==> src/rtl/mmcm_phase_sweep_pkg.sv <==
`default_nettype none
// ============================================================================
// Module : mmcm_phase_sweep_pkg
// Brief  : Sweep FSM state encoding and guard timing shared with phase-counter users.
// Rev    : 1.0
// ============================================================================
package mmcm_phase_sweep_pkg;

  typedef enum logic [2:0] {
    ST_IDLE    = 3'd0,
    ST_SET     = 3'd1,
    ST_GUARD   = 3'd2,
    ST_WAIT_PS = 3'd3,
    ST_SETTLE  = 3'd4,
    ST_MEAS    = 3'd5,
    ST_NEXT    = 3'd6,
    ST_FINISH  = 3'd7
  } sweep_state_e;

  // ps_ready is ignored for this many cycles after a write so a stale ready is not trusted
  localparam int unsigned GUARD_CYCLES = 2;
  localparam int unsigned GUARD_CNT_W  = 2;

endpackage
`default_nettype wire

==> src/rtl/mmcm_phase_sweep_window_tracker.sv <==
`default_nettype none
// ============================================================================
// Module : phase_window_tracker
// Brief  : Tracks the longest run of passing phase points and its center.
// Rev    : 1.0
// ============================================================================
module phase_window_tracker #(
  parameter int PHASE_WIDTH = 8
) (
  input  logic                   clk,
  input  logic                   rst,
  input  logic                   clear_i,
  input  logic                   sample_i,
  input  logic                   pass_i,
  input  logic                   finalize_i,
  input  logic [PHASE_WIDTH-1:0] phase_i,
  input  logic [PHASE_WIDTH-1:0] step_i,
  output logic                   found_o,
  output logic [PHASE_WIDTH-1:0] win_first_o,
  output logic [PHASE_WIDTH-1:0] win_len_o,
  output logic [PHASE_WIDTH-1:0] win_center_o
);

  localparam int PW = PHASE_WIDTH;

  logic [PW-1:0] run_len_q, run_len_d, run_first_q, run_first_d;
  logic [PW-1:0] best_len_q, best_len_d, best_first_q, best_first_d;
  logic [PW-1:0] res_len_q, res_len_d, res_first_q, res_first_d;
  logic [PW-1:0] res_center_q, res_center_d;
  logic          res_found_q, res_found_d;

  logic [PW-1:0] ext_len, ext_first, fin_len, fin_first;

  // Center offset is a signed span evaluated at double width, halved arithmetically
  function automatic logic [PW-1:0] calc_center(input logic [PW-1:0] first,
                                                input logic [PW-1:0] len,
                                                input logic [PW-1:0] step);
    logic signed [2*PW-1:0] span;
    logic [PW-1:0]          len_m1;
    logic [PW-1:0]          result;
    len_m1 = len - PW'(1);
    span   = $signed({{PW{1'b0}}, len_m1}) * $signed({{PW{step[PW-1]}}, step});
    if (len == '0) result = first;
    else           result = first + span[PW:1];
    return result;
  endfunction

  assign ext_len   = run_len_q + PW'(1);
  assign ext_first = (run_len_q == '0) ? phase_i : run_first_q;
  assign fin_len   = (run_len_q > best_len_q) ? run_len_q   : best_len_q;
  assign fin_first = (run_len_q > best_len_q) ? run_first_q : best_first_q;

  always_comb begin
    run_len_d    = run_len_q;
    run_first_d  = run_first_q;
    best_len_d   = best_len_q;
    best_first_d = best_first_q;
    res_len_d    = res_len_q;
    res_first_d  = res_first_q;
    res_center_d = res_center_q;
    res_found_d  = res_found_q;

    if (clear_i) begin
      run_len_d    = '0;
      run_first_d  = '0;
      best_len_d   = '0;
      best_first_d = '0;
    end else if (sample_i) begin
      if (pass_i) begin
        run_len_d   = ext_len;
        run_first_d = ext_first;
        // strictly longer only, so the earliest of equal windows is kept
        if (ext_len > best_len_q) begin
          best_len_d   = ext_len;
          best_first_d = ext_first;
        end
      end else begin
        run_len_d = '0;
      end
    end

    if (finalize_i) begin
      res_found_d  = (fin_len != '0);
      res_len_d    = fin_len;
      res_first_d  = fin_first;
      res_center_d = calc_center(fin_first, fin_len, step_i);
    end
  end

  always_ff @(posedge clk or posedge rst) begin
    if (rst) begin
      run_len_q    <= '0;
      run_first_q  <= '0;
      best_len_q   <= '0;
      best_first_q <= '0;
      res_len_q    <= '0;
      res_first_q  <= '0;
      res_center_q <= '0;
      res_found_q  <= 1'b0;
    end else begin
      run_len_q    <= run_len_d;
      run_first_q  <= run_first_d;
      best_len_q   <= best_len_d;
      best_first_q <= best_first_d;
      res_len_q    <= res_len_d;
      res_first_q  <= res_first_d;
      res_center_q <= res_center_d;
      res_found_q  <= res_found_d;
    end
  end

  assign found_o      = res_found_q;
  assign win_first_o  = res_first_q;
  assign win_len_o    = res_len_q;
  assign win_center_o = res_center_q;

endmodule
`default_nettype wire

==> src/rtl/mmcm_phase_sweep.sv <==
`default_nettype none
// ============================================================================
// Module : mmcm_phase_sweep
// Brief  : Steps an MMCM phase counter through a range and finds the best pass window.
// Rev    : 1.0
// ============================================================================
module mmcm_phase_sweep
  import mmcm_phase_sweep_pkg::*;
#(
  parameter int PHASE_WIDTH  = 8,
  parameter int SETTLE_WIDTH = 8
) (
  input  logic                    psclk,
  input  logic                    rst,
  input  logic                    start,
  input  logic                    abort,
  input  logic [PHASE_WIDTH-1:0]  phase_start,
  input  logic [PHASE_WIDTH-1:0]  phase_step,
  input  logic [PHASE_WIDTH-1:0]  num_steps,
  input  logic [SETTLE_WIDTH-1:0] settle,
  output logic                    ps_we,
  output logic [PHASE_WIDTH-1:0]  ps_din,
  input  logic                    ps_ready,
  output logic                    meas_start,
  input  logic                    meas_done,
  input  logic                    meas_pass,
  output logic                    busy,
  output logic                    done,
  output logic                    found,
  output logic [PHASE_WIDTH-1:0]  win_first,
  output logic [PHASE_WIDTH-1:0]  win_len,
  output logic [PHASE_WIDTH-1:0]  win_center
);

  localparam int PW = PHASE_WIDTH;
  localparam int SW = SETTLE_WIDTH;

  sweep_state_e           state_q, state_d;
  logic [PW-1:0]          phase_q, phase_d, step_q, step_d, nsteps_q, nsteps_d;
  logic [PW-1:0]          idx_q, idx_d, last_ps_q, last_ps_d;
  logic [SW-1:0]          settle_q, settle_d, scnt_q, scnt_d;
  logic [GUARD_CNT_W-1:0] guard_q, guard_d;
  logic                   issued_q, issued_d, pass_q, pass_d;
  logic                   trk_clear, trk_sample, trk_final;

  always_comb begin
    state_d    = state_q;
    phase_d    = phase_q;
    step_d     = step_q;
    nsteps_d   = nsteps_q;
    idx_d      = idx_q;
    last_ps_d  = last_ps_q;
    settle_d   = settle_q;
    scnt_d     = scnt_q;
    guard_d    = guard_q;
    issued_d   = issued_q;
    pass_d     = pass_q;
    ps_we      = 1'b0;
    meas_start = 1'b0;
    done       = 1'b0;
    trk_clear  = 1'b0;
    trk_sample = 1'b0;
    trk_final  = 1'b0;

    case (state_q)
      ST_IDLE: begin
        if (start) begin
          trk_clear = 1'b1;
          step_d    = phase_step;
          nsteps_d  = num_steps;
          settle_d  = settle;
          phase_d   = phase_start;
          idx_d     = '0;
          state_d   = (num_steps != '0) ? ST_SET : ST_FINISH;
        end
      end
      ST_SET: begin
        if (ps_ready) begin
          ps_we     = 1'b1;
          last_ps_d = phase_q;
          guard_d   = '0;
          state_d   = ST_GUARD;
        end
      end
      ST_GUARD: begin
        if (guard_q == GUARD_CNT_W'(GUARD_CYCLES - 1)) state_d = ST_WAIT_PS;
        else                                           guard_d = guard_q + GUARD_CNT_W'(1);
      end
      ST_WAIT_PS: begin
        if (ps_ready) begin
          if (settle_q == '0) begin
            issued_d = 1'b0;
            state_d  = ST_MEAS;
          end else begin
            scnt_d   = settle_q;
            state_d  = ST_SETTLE;
          end
        end
      end
      ST_SETTLE: begin
        scnt_d = scnt_q - SW'(1);
        if (scnt_q == SW'(1)) begin
          issued_d = 1'b0;
          state_d  = ST_MEAS;
        end
      end
      ST_MEAS: begin
        // a completion coincident with the request belongs to an earlier measurement
        if (!issued_q) begin
          meas_start = 1'b1;
          issued_d   = 1'b1;
        end else if (meas_done) begin
          pass_d  = meas_pass;
          state_d = ST_NEXT;
        end
      end
      ST_NEXT: begin
        trk_sample = 1'b1;
        if (idx_q == nsteps_q - PW'(1)) begin
          state_d = ST_FINISH;
        end else begin
          phase_d = phase_q + step_q;
          idx_d   = idx_q + PW'(1);
          state_d = ST_SET;
        end
      end
      ST_FINISH: begin
        trk_final = 1'b1;
        done      = 1'b1;
        state_d   = ST_IDLE;
      end
      default: state_d = ST_IDLE;
    endcase

    if (abort && (state_q != ST_IDLE)) begin
      state_d    = ST_IDLE;
      last_ps_d  = last_ps_q;
      ps_we      = 1'b0;
      meas_start = 1'b0;
      done       = 1'b0;
      trk_sample = 1'b0;
      trk_final  = 1'b0;
    end
  end

  always_ff @(posedge psclk or posedge rst) begin
    if (rst) begin
      state_q   <= ST_IDLE;
      phase_q   <= '0;
      step_q    <= '0;
      nsteps_q  <= '0;
      idx_q     <= '0;
      last_ps_q <= '0;
      settle_q  <= '0;
      scnt_q    <= '0;
      guard_q   <= '0;
      issued_q  <= 1'b0;
      pass_q    <= 1'b0;
    end else begin
      state_q   <= state_d;
      phase_q   <= phase_d;
      step_q    <= step_d;
      nsteps_q  <= nsteps_d;
      idx_q     <= idx_d;
      last_ps_q <= last_ps_d;
      settle_q  <= settle_d;
      scnt_q    <= scnt_d;
      guard_q   <= guard_d;
      issued_q  <= issued_d;
      pass_q    <= pass_d;
    end
  end

  assign ps_din = (state_q == ST_SET) ? phase_q : last_ps_q;
  assign busy   = (state_q != ST_IDLE);

  phase_window_tracker #(
    .PHASE_WIDTH (PW)
  ) u_tracker (
    .clk          (psclk),
    .rst          (rst),
    .clear_i      (trk_clear),
    .sample_i     (trk_sample),
    .pass_i       (pass_q),
    .finalize_i   (trk_final),
    .phase_i      (phase_q),
    .step_i       (step_q),
    .found_o      (found),
    .win_first_o  (win_first),
    .win_len_o    (win_len),
    .win_center_o (win_center)
  );

endmodule
`default_nettype wire
==> config.mk <==
export PLATFORM = sky130hd
export DESIGN_NAME = mmcm_phase_sweep
export DESIGN_NICKNAME = d
export VERILOG_FILES = /design/src/rtl/mmcm_phase_sweep_pkg.sv /design/src/rtl/mmcm_phase_sweep_window_tracker.sv /design/src/rtl/mmcm_phase_sweep.sv
export SDC_FILE = /design/constraint.sdc
export NUM_CORES = 1
export LEC_CHECK = 0
export CAP_MARGIN = 20
export CORE_ASPECT_RATIO = 0.9
export CORE_UTILIZATION = 50
export CTS_CLUSTER_SIZE = 14
export DETAILED_ROUTE_END_ITERATION = 8
export HOLD_SLACK_MARGIN = 0.15
export PLACE_DENSITY = 0.73
export SETUP_SLACK_MARGIN = 0.2
export SLEW_MARGIN = 20
export SYNTH_ARGS = -nofsm -noshare
export SYNTH_HDL_FRONTEND = slang
export SYNTH_HIERARCHICAL = 1
export SYNTH_SLANG_ARGS = --single-unit
==> constraint.sdc <==
create_clock -name psclk -period 7.7 [get_ports psclk]
set_clock_uncertainty 0.15 [all_clocks]
set_input_delay 1.54 -clock psclk [delete_from_list [all_inputs] [get_ports psclk]]
set_output_delay 1.54 -clock psclk [all_outputs]
set_load 0.05 [all_outputs]
==> flow_summary.toml, run 1 <==
[floorplanning]
core_area_sq_um = 16800
initial_utilization = 0.509
io_pins = 76
chipWidth_um = 140
die_y_um = 126
die_area_sq_um = 17700
rows = 45

[clock_tree]
clkLatencyLatePin_ns = 0.42
root_buffer = "clkbuf_16"
cts_tree = "yes"
clock_path_buffers = 2
cts_num_sinks = 120
htreeDepth = 4
clk_pin_slew_ns = 0.06
tritoncts.num_buffers = 17

[logic_synthesis]
syn-num-nets = 1094
synth_edf_count = 0
post_synth_num_cell_types = 67
yosys_register_bits = 120
ys.flop_type = "dfrtp_1"
synth_top_cell_by_area = "dfrtp_1"
synth_top_area_frac = 0.351
avgSynthCellArea_sq_um = 8.79
syn_inst = 975
netlist_area_sq_um = 8570
yosysWarnings = 6
synthTopCellsByCount = "nand2_1, dfrtp_1, nor2_1"
synthTopCellsByArea = "dfrtp_1, ha_1, nand2_1"
synth_most_common_cell = "nand2_1"
ys_seq_area_frac = 0.351
synth-async-reset-ratio = 1.00

[timing]
hold_viol = 0
fin_crit_ns = 7.24
slew_headroom = 0.403
tightest_slew_ns = 0.892
setup_ws_ns = 0.464
hold_slack_ns = 0.326
max_freq_mhz = 138
finalSetupViolCount = 0
setup_tns_ns = 0
slew_viol_final = 0
rsz0062_at_grt = "false"
fin_crit_sh = 0.940

[place]
gp_congestion = 0.926
port_buffers = 75
dp.final_hpwl_um = 15400
dp_slack_ns = 0.0473

[cells_and_area]
layout-drive-gt1-share = 0.115
area_delta_synth_final_pct = 20.5
fillCellCount = 1411
nets = 1179
regArea_sq_um = 3010
multi_input_area_sq_um = 5230
antenna_cells = 0

[global_route]
grt_pass1_wl_um = 34600
track_usage = 0.250
grt_remaining_overflow = 0
antenna_found_initial = 0
grt_pass1_vias = 6813
grt_max_degree = 70

[setup_path]
cp-end-kind = "register"
critPathMaxFanout = 5
crit_path_start_kind = "register"
critPathSlowestCell = "fa_1"
cp.arrival_ns = 7.37
required_ns = 7.83
critPathMostFrequentCell = "fa_1"
critPathTopFamily = "adder cells"
worst-path-buf-inv = 5
path_class = "reg -> reg"
max_stage_delay_ns = 0.55

[hold_path]
hp-class = "reg -> reg"

[drt]
met2WireLength_um = 9950
drtPass1Iterations = 5
routed_via_density = 5.56
ant_nets = 0
drcViolationCount = 0
highest_layer = "met4"
wl_met3_um = 1200
wl_per_cell_um = 16.4
wl_met1_um = 9470
wl_um = 21100
vias = 7141
drt-initial-drc-count = 512

[status]
status = "complete, no violations"

[job]
maxCapViolations = 0
[per-layer routing]
metal | track usage | vias to the layer above
li1 | - | 3479
met1 | 0.329 | 3402
met2 | 0.406 | 224
met3 | 0.0555 | 36
met4 | 0.0860 | 0
met5 | 0 | -
[worst paths after layout]
check                           slack (ns)  cells past startpoint                           startpoint                               endpoint
worst min register to register        0.33                      2             last_ps_q[2]$_DFFE_PP0P_               last_ps_q[2]$_DFFE_PP0P_
min in group asynchronous             1.54                      3                                  rst  u_tracker/best_first_q[2]$_DFFE_PP0P_
worst max-delay path                  0.46                     29  u_tracker/best_len_q[4]$_DFFE_PP0P_  u_tracker/win_center_o[7]$_DFFE_PP0P_
max in group asynchronous             5.30                      3                                  rst                  step_q[6]$_DFFE_PP0P_
worst max register to register        0.46                     29  u_tracker/best_len_q[4]$_DFFE_PP0P_  u_tracker/win_center_o[7]$_DFFE_PP0P_
worst min-delay path                  0.33                      2             last_ps_q[2]$_DFFE_PP0P_               last_ps_q[2]$_DFFE_PP0P_
[logic make-up (layout without fill, tap and decap cells)]
| family | after synthesis | in the layout | share of synthesized area |
|---|---|---|---|
| xor gates and xnor gates | 51 | 51 | 0.0564 |
| muxes | 53 | 53 | 0.0647 |
| adders and majority gates | 80 | 80 | 0.135 |
| buffers and inverters | 109 | 207 | 0.0565 |
| AOI/OAI and AO/OA | 169 | 169 | 0.123 |
| and+or+nand+nor | 393 | 393 | 0.213 |
| DFF | 120 | 120 | 0.351 |
[sequential cells by signal, indices dropped and copies added, names as in the netlist, 2 cells and up]
register                flops
u_tracker/run_len_q         8
phase_q                     8
u_tracker/win_first_o       8
settle_q                    8
u_tracker/run_first_q       8
last_ps_q                   8
u_tracker/win_len_o         8
u_tracker/best_len_q        8
nsteps_q                    8
scnt_q                      8
idx_q                       8
u_tracker/best_first_q      8
u_tracker/win_center_o      8
step_q                      8
guard_q                     2
state_q                     3
[cells in the final DEF (no fill, tap or decap), types with 5 or more instances in the layout]
master,n
nand2_1,152
dfrtp_1,116
nor2_1,97
clkdlybuf4s50_1,75
inv_1,64
a21oi_1,60
ha_1,52
o21ai_0,38
mux2i_1,34
xnor2_1,32
buf_4,29
nand3_1,26
nor3_1,21
and2_1,21
fa_1,20
mux2_2,19
clkbuf_16,17
xor2_1,15
nand2b_1,12
nor2b_1,11
a211oi_1,11
a21o_1,10
nand4_1,8
nor4_1,8
and3_1,7
inv_2,6
nor3b_1,6
ha_4,6
o211ai_1,5
o21bai_1,5
a31oi_1,5
[timing repair]
| item | 4_1_cts | 5_1_grt |
|---|---|---|
| endpoints found under the setup margin | 1 | 1 |
| setup buffers | 3 | 8 |
| pin swaps | 2 | 16 |
| resized for setup | 3 | 20 |
| hold buffers | 0 | 0 |
[layout make-up]
cell class	instances	area share
tap	211	0.0256
clock buffer	18	0.0426
sequential	120	0.291
timing repair buffer	104	0.0938
clock inverter	14	0.0142
inverter	71	0.0258
multi-input combinational	746	0.507
[worst register-to-register path: cells and delay by family (launching register included)]
| kind | cells | cell delay, ns |
|---|---|---|
| DFF | 1 | 0.41 |
| buffers and inverters | 5 | 0.45 |
| adders and majority gates | 7 | 2.79 |
| AOI/OAI and AO/OA | 7 | 1.25 |
| xor gates and xnor gates | 5 | 0.91 |
| and+or+nand+nor | 5 | 1.17 |
[per-stage QoR]
stage,utilization,instance area (sq um),cells
6_report,0.613,10300,1284
5_1_grt,0.613,10300,1284
4_1_cts,0.603,10200,1276
3_5_place_dp,0.567,9540,1241
3_3_place_gp,0.567,9540,1241
2_1_floorplan,-,8620,975
Power of run 1 is left out: the tool's default activity adds up to more than one toggle a clock period on the data nets, which glitch-free logic cannot reach.
==> run 2, diff against run 1 <==
--- a/config.mk
+++ b/config.mk
@@ -10,7 +10,7 @@
 export CORE_UTILIZATION = 50
 export CTS_CLUSTER_SIZE = 14
 export DETAILED_ROUTE_END_ITERATION = 8
-export HOLD_SLACK_MARGIN = 0.15
+export HOLD_SLACK_MARGIN = 0.06
 export PLACE_DENSITY = 0.73
 export SETUP_SLACK_MARGIN = 0.2
 export SLEW_MARGIN = 20
==> results of run 2 <==
Same layout as run 1: the final DEF is identical, and so are final timing and power.
Power of run 2 is left out for the same reason.
==> run 3, diff against run 2 <==
--- a/config.mk
+++ b/config.mk
@@ -11,6 +11,7 @@
 export CTS_CLUSTER_SIZE = 14
 export DETAILED_ROUTE_END_ITERATION = 8
 export HOLD_SLACK_MARGIN = 0.06
+export MAX_ROUTING_LAYER = met4
 export PLACE_DENSITY = 0.73
 export SETUP_SLACK_MARGIN = 0.2
 export SLEW_MARGIN = 20
==> run 3 against run 2 <==
Effect of this change:
- wire length is 2.3% lower
- clock-buffer cell count is 1 higher
- via count is 0.45% lower
- flip-flop and latch count stayed put
- register-to-register slack worse by 0.04 ns
- die area stayed put
- first-iteration DRC count is 4.9% higher
- critical path type unchanged
- critical endpoint unchanged
==> flow_summary.toml, run 3 (synthesis gave the netlist of run 1 again) <==
[floorplanning]
io_pins = 76
die_y_um = 126
core_area_sq_um = 16800
initial_utilization = 0.509
die_area_sq_um = 17700
chipWidth_um = 140
rows = 45

[place]
gp_congestion = 0.922
port_buffers = 75
post_dp_cell_area_sq_um = 9530
dp.final_hpwl_um = 14900

[drt]
wl_um = 20600
wl_per_cell_um = 16.0
drt-initial-drc-count = 537
routed_via_density = 5.53
met2WireLength_um = 9590
vias = 7109
wl_met3_um = 1090
ant_nets = 0
highest_layer = "met4"
wl_met1_um = 9500
drtPass1Iterations = 5
drcViolationCount = 0

[timing]
max_freq_mhz = 137
slew_headroom = 0.358
hold_viol = 0
fin_crit_sh = 0.945
finalSetupViolCount = 0
tightest_slew_ns = 0.960
setup_tns_ns = 0
rsz0062_at_grt = "false"
fin_crit_ns = 7.27
slew_viol_final = 0

[global_route]
antenna_found_initial = 0
grt_pass1_vias = 6781
grt_max_degree = 70
grt_pass1_wl_um = 34400
track_usage = 0.255
grt_remaining_overflow = 0

[hold_path]
hp-class = "reg -> reg"
hold_depth = 2

[setup_path]
critPathMostFrequentCell = "ha_1"
path_class = "reg -> reg"
critPathSlowestCell = "fa_1"
worst-path-buf-inv = 4
cp-end-kind = "register"
critPathTopFamily = "adder cells"
required_ns = 7.83
cp.arrival_ns = 7.41
critPathMaxFanout = 5
max_stage_delay_ns = 0.59
r2r_cells = 30
crit_path_start_kind = "register"
cp.depth = 30

[clock_tree]
tritoncts.num_buffers = 17
clk_pin_slew_ns = 0.06
clock_path_buffers = 2
cts_num_sinks = 120
root_buffer = "clkbuf_16"
clkLatencyLatePin_ns = 0.42
htreeDepth = 4
cts_tree = "yes"

[cells_and_area]
nets = 1180
final_area_sq_um = 10300
final_common_cell = "nand2_1"
antenna_cells = 0
area_delta_synth_final_pct = 20.6
layout_common_cells = "nand2_1, dfrtp_1, nor2_1"
layout-drive-gt1-share = 0.123

[status]
status = "complete, no violations"

[job]
maxCapViolations = 0
## run 3: cell count changes in the layout (fill, tap and decap cells not counted), moves of 2 or more
cell	previous run	this run
clkinv_4	1	4
inv_1	64	62
inv_2	6	8
inv_6	4	2
## run 3: area by class of cell
class                      count  area [sq um]
clock inverter                13           120
inverter                      71           267
clock buffer                  19           453
timing repair buffer         105           976
tap                          211           264
fill                        1462          6500
multi-input combinational    746          5250
sequential                   120          3010
## run 3: through the flow
| step | hold WS, ns | std cells | utilization | setup slack (ns) |
|---|---|---|---|---|
| 6_report | 0.323 | 1285 | 0.614 | 0.425 |
| 5_1_grt | 0.351 | 1285 | 0.614 | 0.145 |
| 4_1_cts | 0.328 | 1275 | 0.602 | 0.246 |
| 3_5_place_dp | 0.314 | 1240 | 0.566 | 0.0533 |
| 3_3_place_gp | 0.302 | 1240 | 0.566 | 0.294 |
| 2_1_floorplan | 0.292 | 975 | - | 0.203 |
## run 3: worst paths after layout
check                                                         to  slack (ns)                                 from
min in group asynchronous  u_tracker/best_first_q[2]$_DFFE_PP0P_        1.54                                  rst
max in group asynchronous                  step_q[0]$_DFFE_PP0P_        5.28                                  rst
hold reg to reg                         last_ps_q[0]$_DFFE_PP0P_        0.32             last_ps_q[0]$_DFFE_PP0P_
setup / recovery           u_tracker/win_center_o[7]$_DFFE_PP0P_        0.43  u_tracker/best_len_q[1]$_DFFE_PP0P_
setup reg to reg           u_tracker/win_center_o[7]$_DFFE_PP0P_        0.43  u_tracker/best_len_q[1]$_DFFE_PP0P_
hold / removal                          last_ps_q[0]$_DFFE_PP0P_        0.32             last_ps_q[0]$_DFFE_PP0P_
## run 3: tightest hold or removal path, cell delays in order, from the launching register on
cell	delay (ns)
dfrtp_1	0.34
nand2_1	0.05
nand2_1	0.06
## run 3: repair_timing
item                                    4_1_cts  5_1_grt
hold buffers                                  0        0
setup buffers                                 3       10
resized for setup                             2       28
pin swaps                                     2       16
endpoints found under the setup margin        1        1
## run 3: layer usage
layer	vias up	GRT usage
met3	33	0.0426
met2	210	0.399
met5	-	-
met1	3374	0.338
li1	3492	-
met4	0	0.0827
Power of run 3 is left out for the same reason.
